--- config.mk ---
export PLATFORM = sky130hd
export DESIGN_NAME = ha_array_reducer
export DESIGN_NICKNAME = d
export VERILOG_FILES = /design/src/rtl/ha_array_reducer.sv
export SDC_FILE = /design/constraint.sdc
export NUM_CORES = 1
export LEC_CHECK = 0
export ABC_AREA = 0
export CORE_UTILIZATION = 50
export CTS_BUF_LIST = sky130_fd_sc_hd__clkbuf_16
export DETAILED_ROUTE_END_ITERATION = 10
export DONT_BUFFER_PORTS = 1
export SETUP_SLACK_MARGIN = 0.4
export SYNTH_ARGS = -nofsm -noshare
export SYNTH_HDL_FRONTEND = slang
export SYNTH_SLANG_ARGS = --single-unit
export TNS_END_PERCENT = 20
--- constraint.sdc ---
create_clock -name clk -period 11.4 [get_ports clk]
set_input_delay 2.28 -clock clk [delete_from_list [all_inputs] [get_ports clk]]
set_output_delay 2.28 -clock clk [all_outputs]
set_load 0.05 [all_outputs]
--- src/rtl/ha_array_reducer.sv ---
// ha_array_reducer
//   Sequential back end of the unsigned 8x8 ha_array multiplier. Captures one
//   bundle of four (b, t) groups, accumulates the weighted groups PAR at a time
//   over 4/PAR cycles, then holds the saturated 16-bit product until consumed.
//
// Ports
//   clk, rst_n                 clock (rising edge), async active-low reset
//   in_valid / in_ready        bundle handshake
//   ha_array_g_b [6:0]         carry row of group g, bit i weight 2^(i+2+2g)
//   ha_array_g_t [8:0]         sum row of group g,   bit i weight 2^(i+2g)
//   out_valid / out_ready      result handshake
//   product [15:0]             saturated product
//   ovf                        unsaturated sum exceeded 16'hFFFF
module ha_array_reducer #(
  parameter int unsigned PAR = 1
) (
  input  logic        clk,
  input  logic        rst_n,
  input  logic        in_valid,
  output logic        in_ready,
  input  logic [6:0]  ha_array_0_b,
  input  logic [8:0]  ha_array_0_t,
  input  logic [6:0]  ha_array_1_b,
  input  logic [8:0]  ha_array_1_t,
  input  logic [6:0]  ha_array_2_b,
  input  logic [8:0]  ha_array_2_t,
  input  logic [6:0]  ha_array_3_b,
  input  logic [8:0]  ha_array_3_t,
  output logic        out_valid,
  input  logic        out_ready,
  output logic [15:0] product,
  output logic        ovf
);

  if (!(PAR == 1 || PAR == 2 || PAR == 4)) begin : g_bad_par
    $error("ha_array_reducer: PAR must be 1, 2 or 4");
  end

  localparam int unsigned NCYC = 4 / PAR;
  localparam logic [1:0]  LAST = 2'(NCYC - 1);

  typedef enum logic [1:0] {IDLE, ACC, DONE} state_t;

  state_t      state, state_next;
  logic [6:0]  b_q [4];
  logic [8:0]  t_q [4];
  logic [16:0] acc;
  logic [16:0] acc_next;
  logic [16:0] grp;
  logic [1:0]  gidx;
  logic [1:0]  cnt;
  logic        capture;
  logic        last;

  assign in_ready  = (state == IDLE) || (state == DONE && out_ready);
  assign capture   = in_valid && in_ready;
  assign out_valid = (state == DONE);
  assign last      = (cnt == LAST);

  always_ff @(posedge clk or negedge rst_n) begin
    if (!rst_n) state <= IDLE;
    else        state <= state_next;
  end

  always_comb begin
    state_next = state;
    case (state)
      IDLE: if (capture) state_next = ACC;
      ACC:  if (last) state_next = DONE;
      DONE: if (out_ready) state_next = in_valid ? ACC : IDLE;
      default: state_next = IDLE;
    endcase
  end

  // Partial sum of the PAR groups selected by cnt, each weighted by 4^g.
  always_comb begin
    acc_next = acc;
    grp      = '0;
    gidx     = '0;
    for (int unsigned k = 0; k < PAR; k++) begin
      gidx     = 2'(32'(cnt) * PAR + k);
      grp      = 17'(t_q[gidx]) + (17'(b_q[gidx]) << 2);
      acc_next = acc_next + (grp << {gidx, 1'b0});
    end
  end

  always_ff @(posedge clk or negedge rst_n) begin
    if (!rst_n) begin
      for (int unsigned i = 0; i < 4; i++) begin
        b_q[i] <= '0;
        t_q[i] <= '0;
      end
      acc     <= '0;
      cnt     <= '0;
      product <= '0;
      ovf     <= 1'b0;
    end else if (capture) begin
      b_q[0] <= ha_array_0_b;
      b_q[1] <= ha_array_1_b;
      b_q[2] <= ha_array_2_b;
      b_q[3] <= ha_array_3_b;
      t_q[0] <= ha_array_0_t;
      t_q[1] <= ha_array_1_t;
      t_q[2] <= ha_array_2_t;
      t_q[3] <= ha_array_3_t;
      acc    <= '0;
      cnt    <= '0;
    end else if (state == ACC) begin
      acc <= acc_next;
      cnt <= cnt + 2'd1;
      if (last) begin
        // Max sum is below 2^17, so bit 16 alone flags overflow.
        product <= acc_next[16] ? '1 : acc_next[15:0];
        ovf     <= acc_next[16];
      end
    end
  end

endmodule
* Word-level counts from Yosys, hierarchy flattened *
Index checks and enable logic that the tools add are counted.

word-level totals
  bits in registers = 102
  output and inout bits = 19
  logic and storage cells = 49
  input port bits = 68

cells by class
  order comparisons = 1
  reductions and logical operators = 7
  multiplexer cells = 16
  add/sub/neg operators = 3
  eq/ne operators = 6
  bitwise operators = 2
  shifts and indexed selects = 1

operators with widths
  cell                                                              number
  17-bit 2-to-1 mux                                                 2
  9-bit binary-select mux with 2-bit select                         1
  9-bit 2-to-1 mux                                                  2
  17-bit adder                                                      1
  10-bit by 3-bit << shifter with 17-bit output                     1
  16-bit 2-to-1 mux                                                 1
  7-bit binary-select mux with 2-bit select                         1
  7-bit 2-to-1 mux                                                  2
  9-bit by 9-bit adder with 10-bit output                           1
  2-bit 2-to-1 mux                                                  5
  2-bit case mux with 3 select lines                                1
  3-bit AND reduction                                               2
  2-bit == test (second input constant)                             2
  2-bit != test (second input constant)                             2
  3-bit greater-or-equal comparator (second input constant)         1
  2-bit inverter with 3-bit output                                  1
  2-bit by 1-bit adder with 2-bit output (second input constant)    1
  2-bit by 1-bit == test with 1-bit output (second input constant)  1
  1-bit logical AND                                                 2
  2-bit logical NOT                                                 1
  2-bit by 1-bit != test with 1-bit output (second input constant)  1
  2-bit nonzero test                                                1
  1-bit logical OR                                                  1
  1-bit 2-to-1 mux                                                  1
  1-bit inverter                                                    1

* Logic depth before layout (Yosys ltp) *
Gate-level depths: netlist of run 1.

  word-level depth = 9
  mapped depth = 20
  depth with buffers taken out = 16

* Least setup slack after synthesis of run 1 *
Ideal clock, no wire load.

  path type = input-to-output
  start = in out_ready
  end = out in_ready
  cell stages on the path = 2
  arrival = 3151 ps
  required time = 9120 ps
  path buffers = 0
  path slack = 5969 ps
  cell sequence = inv_1 > a21oi_1

on the way
  cells in the longest elaborated chain, start to end = 2

RTL lines
  element            RTL line  source
  from (decl)        30        input logic out_ready,
  1-bit logical AND  55        assign in_ready = (state == IDLE) || (state == DONE && out_ready);
  1-bit logical OR   55
  to (decl)          20        output logic in_ready,

Every way passes these cells.

* Final worst setup path of run 1 *
Ends and elaborated chain as after synthesis.

==> impl_results.md, run 1 <==
* Boundary Pins at 87
* Synthesis Warnings at 0
* CP Capture Type: output pin
* Top-area cell type share of the netlist area at 0.458
* Layout fillers at a little over 1000
* Final Hold Vio Count at 0
* Die area at around 12000 µm²
* Count leader, synth: nand2_1
* Hold Buf Count CTS at 0
* Global routing usage on met3 at 0.0478
* Synthesized instance count at 616
* CP Class: primary input to output pin
* Critical path origin: out_ready
* Synth top area cells: dfrtp_1, nand2_1, mux4_2
* Die W at between 100 and 150 µm
* Mean area per synthesized cell at 9.04 µm²
* Post-CTS Setup Bufs at 0
* Placed cells at roughly 720
* Commonest cells in the netlist: nand2_1, dfrtp_1, o21ai_0, nor2_1, a21oi_1
* Post_cts resized at 0
* Worst path max stage delay at ~900 ps
* Register area share after synthesis at 0.458
* Via Count at roughly 4100
* Slew @ Worst Pin at 1160 ps
* Routed WL at 11700 µm
* Routability Congestion at 0.821
* Critical path's top delay family: compound AO/OA/AOI/OAI gates
* Iter 0 DRT Violations at 193
* Met2 Usage GRT at 0.366
* GRT Util Overall at 0.223
* Final period util at 0.482
* Vias per Instance at 5.55
* Fin crit period at 5490 ps
* Hold_sp: t_q[14]$_DFFE_PN0P_
* Initial antenna violation count at 0
* CTS HTree Levels at 3
* Startpoint types: primary input
* Top FF cell, synth: dfrtp_1
* Max-slew violation count at 0
* Global-route wire length before repair at approximately 20000 µm
* Max-cap violations at 0
* Number of global-route vias before repair at 4059
* Met1 Use GR at 0.290
* Worst min-delay path class: flip-flop to flip-flop
* DRC at 0
* Critical Path RT at 9120 ps
* # setup viols final at 0
* Fin area at 5860 µm²
* Port Buffer Count at 0
* Hold Crit Depth at 2
* DR pass1 iterations at 4
* Non-Filler Instances at 738
* Status: finished, final reports clean
* Total grt overflow at 0
* Worst reg2reg path depth at 17
* ANT cells at 0
* Worst-case clock skew at 8.19 ps
* Worst r2r src: cnt[0]$_DFFE_PN0P_
* Largest net degree at the start of global routing at 103
* Synth cell types at 54
* Arrival @ worst endpoint at 3210 ps
* Worst-path cell chain: inv_1, a21oi_1
* Clock latency on the worst-skew pair at around 350 ps
* CTS max path bufs at 2
* Core area at 10800 µm²
* Clk sinks at 102
* Worst path bufs/invs at 1
* Share of cells above drive strength 1 at 0.0870
* Syn Nets at 710
* Area growth syn-to-layout at 5.24%
* Initial core utilization at 0.514
* Area leader, netlist: dfrtp_1
* CTS clock-pin slew for the worst setup and hold paths at 70 ps
* F_max at 182 MHz
* Final TNS setup at 0 ps
* Die Span Y at 108 µm
* GRT busiest layer: met2
* Cts bufs inserted at 9
* Relative slew margins at 0.225
* Total Nets Final at 687
* Row count at 38
* Worst path slowest cell: a21oi_1
* CTS tree: done
* Crit path max fanout at 3
* Placed inst area at 5580 µm²
* RSZ-0062 raised after global routing: false
* Post-synthesis cell area at 5570 µm²
* Final HPWL from detailed placement at 8040 µm
* Share of flip-flops with an asynchronous set or reset at 1.00
* EDFF count, synth at 0
* Crit path depth at 2
* Wire per inst at about 16 µm
* Seq cells post-synth at roughly 100
* Root Driver: clkbuf_16
* DRT antenna net count at 0
-- flip-flops by register name, indices dropped and copies added, names as in the netlist --
| signal | flops |
|---|---|
| t_q | 36 |
| b_q | 28 |
| acc | 17 |
| ovf | 1 |
| product | 16 |
| cnt | 2 |
| state | 2 |
-- through the flow --
stage / setup slack, ps / util / hold WS [ps]
after floorplan: 5970 / - / 438
after detailed placement: 5910 / 0.515 / 459
after global routing: 5840 / 0.541 / 490
after global placement: 5910 / 0.515 / 454
after CTS: 5910 / 0.541 / 477
final: 5910 / 0.541 / 471
-- area by class of cell --
cell class / instances / area [µm²] / area share
clock buffers: 9 / 225 / 0.0384
clock inverters: 7 / 50.0 / 0.00854
inverters: 6 / 22.5 / 0.00384
multi-input cells: 471 / 2810 / 0.480
flip-flops and latches: 102 / 2550 / 0.436
well taps: 140 / 175 / 0.0299
repair buffers: 3 / 22.5 / 0.00384
-- metal layers --
metal / part of all wire / up-vias
li1: - / 2043
met1: 0.46 / 1960
met2: 0.48 / 76
met3: 0.035 / 16
met4: 0.021 / 0
met5: 0 / -
-- placed cells by master (no fill, tap or decap), types with 2 or more instances in the layout --
cell type  count
a211o_1        2
a211oi_1       4
a21o_1         6
a21oi_1       30
a21oi_2        9
a31oi_1        4
and2_1         2
and3_2         2
buf_4          3
clkbuf_16      9
clkinv_4       2
dfrtp_1      101
fa_1           2
ha_1          24
inv_1          7
inv_6          2
mux2_2         2
mux2i_1        5
mux4_2        14
nand2_1      219
nand2b_1       3
nand3_1       16
nand4_1        5
nor2_1        31
nor2b_1        3
nor3_1         2
nor3b_1        3
nor4_1         2
o211ai_1       5
o21a_1         2
o21ai_0       33
o21bai_1       3
o22a_1         2
o22ai_1        2
xnor2_1       10
xor2_1         7
-- cell families (layout without fill, tap and decap cells) --
| group | count (synthesis) | in the layout | synth area share |
|---|---|---|---|
| compound gates | 110 | 110 | 0.126 |
| fa+ha+maj | 26 | 26 | 0.0611 |
| mux | 22 | 22 | 0.0724 |
| xor+xnor | 17 | 17 | 0.0267 |
| simple gates | 296 | 296 | 0.218 |
| flops | 102 | 102 | 0.458 |
| buf+inv | 43 | 25 | 0.0375 |
-- worst reg2reg max path, stage by stage, from the launching register on --
cell	delay, ps
dfrtp_2	340
buf_4	440
mux4_2	590
ha_1	240
fa_1	410
a21oi_1	160
o21bai_1	100
a21o_1	230
or4_1	400
nand4_1	130
mux2i_1	110
ha_1	440
a21oi_1	130
o21ai_0	330
mux2_2	380
a311oi_1	230
nand2_1	120
o21ai_0	160
-- path summary, 6_finish.rpt --
check	end	slack, ps
setup reg to reg	acc[13]$_DFFE_PN0P_	6350
hold / removal	t_q[14]$_DFFE_PN0P_	470
hold reg to reg	t_q[14]$_DFFE_PN0P_	470
max in group asynchronous	product[12]$_DFFE_PN0P_	9570
min in group asynchronous	product[4]$_DFFE_PN0P_	1620
setup / recovery	in_ready	5910
Power of run 1 is left out: the tool's default activity adds up to more than one toggle a clock period on the data nets, which glitch-free logic cannot reach.
==> run 2: changes to the inputs <==
- PLACE_DENSITY: default -> 0.68
- clock period: 11.4 -> 4.4 ns (I/O delays scaled with it)
==> impl_results.md, run 2 (synthesized netlist as in run 1, its figures left out) <==
* Status: finished, final reports clean
* Number of global-route vias before repair at 4264 (+5.1%)
* Placed cells at 737 (+2.1%)
* Final HPWL from detailed placement at 8810 µm (+9.6%)
* Boundary Pins at 87 (unchanged)
* Core area at 10800 µm² (unchanged)
* Max-slew violation count at 0 (unchanged)
* Die area at 11600 µm² (unchanged)
* Leading cell type in the layout, fill and taps excluded: nand2_1
* Startpoint types: flip-flop
* Wire per inst at 16.5 µm (+4.4%)
* Slew @ Worst Pin at 1070 ps (-91.7 ps)
* Cts bufs inserted at 9 (unchanged)
* CP Capture Type: flip-flop
* DRT antenna net count at 0 (unchanged)
* CTS max path bufs at 2 (unchanged)
* GRT Util Overall at 0.238 (+0.0144)
* Max-cap violations at 0 (unchanged)
* Worst-path cell chain: buf_6, mux4_2, ha_4, fa_2, a21oi_2, o21bai_2, a21o_1, or4_1, nand4_1, o21ai_0, ha_2, nand4_1, o311a_4, mux2_4, a21oi_2
* Worst-case clock skew at 10.9 ps (+2.75 ps)
* Port Buffer Count at 0 (unchanged)
* F_max at 230 MHz
* Biggest regs: t_q x36, b_q x28, acc x17
* Setup ws final at 44.2 ps (-5860 ps)
* Hold Buf Count CTS at 0 (unchanged)
* Root Driver: clkbuf_16
* Worst slack, placed at -159 ps (-6070 ps)
* Total Nets Final at 726 (+5.7%)
* CTS clock-pin slew for the worst setup and hold paths at 70 ps (about the same)
* Share of cells above drive strength 1 at 0.206 (+0.119)
* Worst path max stage delay at 520 ps (-380 ps)
* Max FFs per register at 36 (unchanged)
* Final Hold Vio Count at 0 (unchanged)
* Top reg by flops: t_q
* Worst reg2reg path depth at 15 (-2)
* Routability Congestion at 0.894 (+8.8%)
* Worst path bufs/invs at 1 (unchanged)
* Crit path max fanout at 8 (+5)
* Final TNS setup at 0 ps (unchanged)
* Worst path slowest cell: mux4_2
* Row count at 38 (unchanged)
* ANT cells at 0 (unchanged)
* Critical Path RT at 4680 ps (-4440 ps)
* Iter 0 DRT Violations at 318 (+65%)
* CTS HTree Levels at 3 (unchanged)
* Initial antenna violation count at 0 (unchanged)
* Die Span Y at 108 µm (unchanged)
* Critical path's top delay family: compound AO/OA/AOI/OAI gates
* Die W at 108 µm (unchanged)
* Vias per Instance at 5.64 (+1.6%)
* Final period util at 0.990
* Fin crit period at 4360 ps
* Relative slew margins at 0.286 (+0.0612)
* Crit path depth at 15 (+13)
* Initial core utilization at 0.514 (unchanged)
* DRC at 0 (unchanged)
* CP Class: flip-flop to flip-flop
* Worst min-delay path class: primary input to asynchronous set/reset pin
* Routed WL at 12800 µm (+10%)
* Layout fillers at 919 (-8.8%)
* Arrival @ worst endpoint at 4640 ps (+1430 ps)
* Reg2reg setup slack at 40 ps (-6310 ps)
* Non-Filler Instances at 777 (+5.3%)
* RSZ-0062 raised after global routing: true
* Area growth syn-to-layout at 14.9%
* Clk sinks at 102 (unchanged)
* Most frequent cells in the layout: nand2_1, dfrtp_1, buf_4
* # setup viols final at 0 (unchanged)
* Largest net degree at the start of global routing at 103 (unchanged)
* Total grt overflow at 0 (unchanged)
* Global-route wire length before repair at 21000 µm (+6.7%)
* Via Count at 4379 (+6.9%)
* CTS tree: done
* DR pass1 iterations at 5 (+1)
* Clock latency on the worst-skew pair at 350 ps (about the same)
## run 2: cell types whose count changed in the layout (fill, tap and decap cells not counted), moves of 5 or more
cell | previous run | this run
ha_1 | 24 | 17
o21ai_1 | 0 | 10
a21oi_2 | 9 | 22
ha_2 | 0 | 5
buf_4 | 3 | 37
a21oi_1 | 30 | 16
o21ai_0 | 33 | 20
## run 2: metrics by stage
| stage | hold slack [ps] | cell area, µm² | util |
|---|---|---|---|
| after CTS | 206 | 6230 | 0.575 |
| after floorplan | 438 | 5610 | - |
| final | 221 | 6400 | 0.590 |
| after detailed placement | 459 | 5720 | 0.527 |
| after global routing | 197 | 6400 | 0.590 |
| after global placement | 454 | 5720 | 0.527 |
## run 2: routing by layer
layer | wire (µm) | GRT usage | vias to the layer above
met2 | 6220 | 0.381 | 159
met5 | 0 | 0 | -
met4 | 497 | 0.107 | 0
li1 | - | - | 2122
met1 | 5240 | 0.300 | 2058
met3 | 886 | 0.0642 | 40
## run 2: worst register-to-register path, cell delays in order, from the launching register on
cell,delay (ps)
dfrtp_2,450
buf_6,120
mux4_2,520
ha_4,190
fa_2,350
a21oi_2,160
o21bai_2,80
a21o_1,230
or4_1,420
nand4_1,100
o21ai_0,130
ha_2,380
nand4_1,190
o311a_4,410
mux2_4,400
a21oi_2,150
## run 2: final timing paths
kind,from,endpoint
worst max-delay path,cnt[0]$_DFFE_PN0P_,product[9]$_DFFE_PN0P_
worst min-delay path,rst_n,product[5]$_DFFE_PN0P_
worst max register to register,cnt[0]$_DFFE_PN0P_,product[9]$_DFFE_PN0P_
worst min register to register,t_q[25]$_DFFE_PN0P_,t_q[25]$_DFFE_PN0P_
max in group asynchronous,rst_n,product[3]$_DFFE_PN0P_
min in group clk,t_q[25]$_DFFE_PN0P_,t_q[25]$_DFFE_PN0P_
## run 2: final cells by class
type | count | area [µm²] | area share
flip-flops and latches | 102 | 2550 | 0.399
clock buffers | 9 | 225 | 0.0352
well taps | 140 | 175 | 0.0274
inverters | 6 | 22.5 | 0.00352
repair buffers | 41 | 323 | 0.0505
clock inverters | 7 | 55.1 | 0.00861
multi-input cells | 472 | 3040 | 0.476
## run 2: timing repair
| action | CTS | global route |
|---|---|---|
| resized for setup | 26 | 30 |
| endpoints found under the setup margin | 25 | 27 |
| gates cloned | 1 | 0 |
| setup buffers | 16 | 7 |
| pin swaps | 17 | 31 |
Power of run 2 is left out for the same reason.
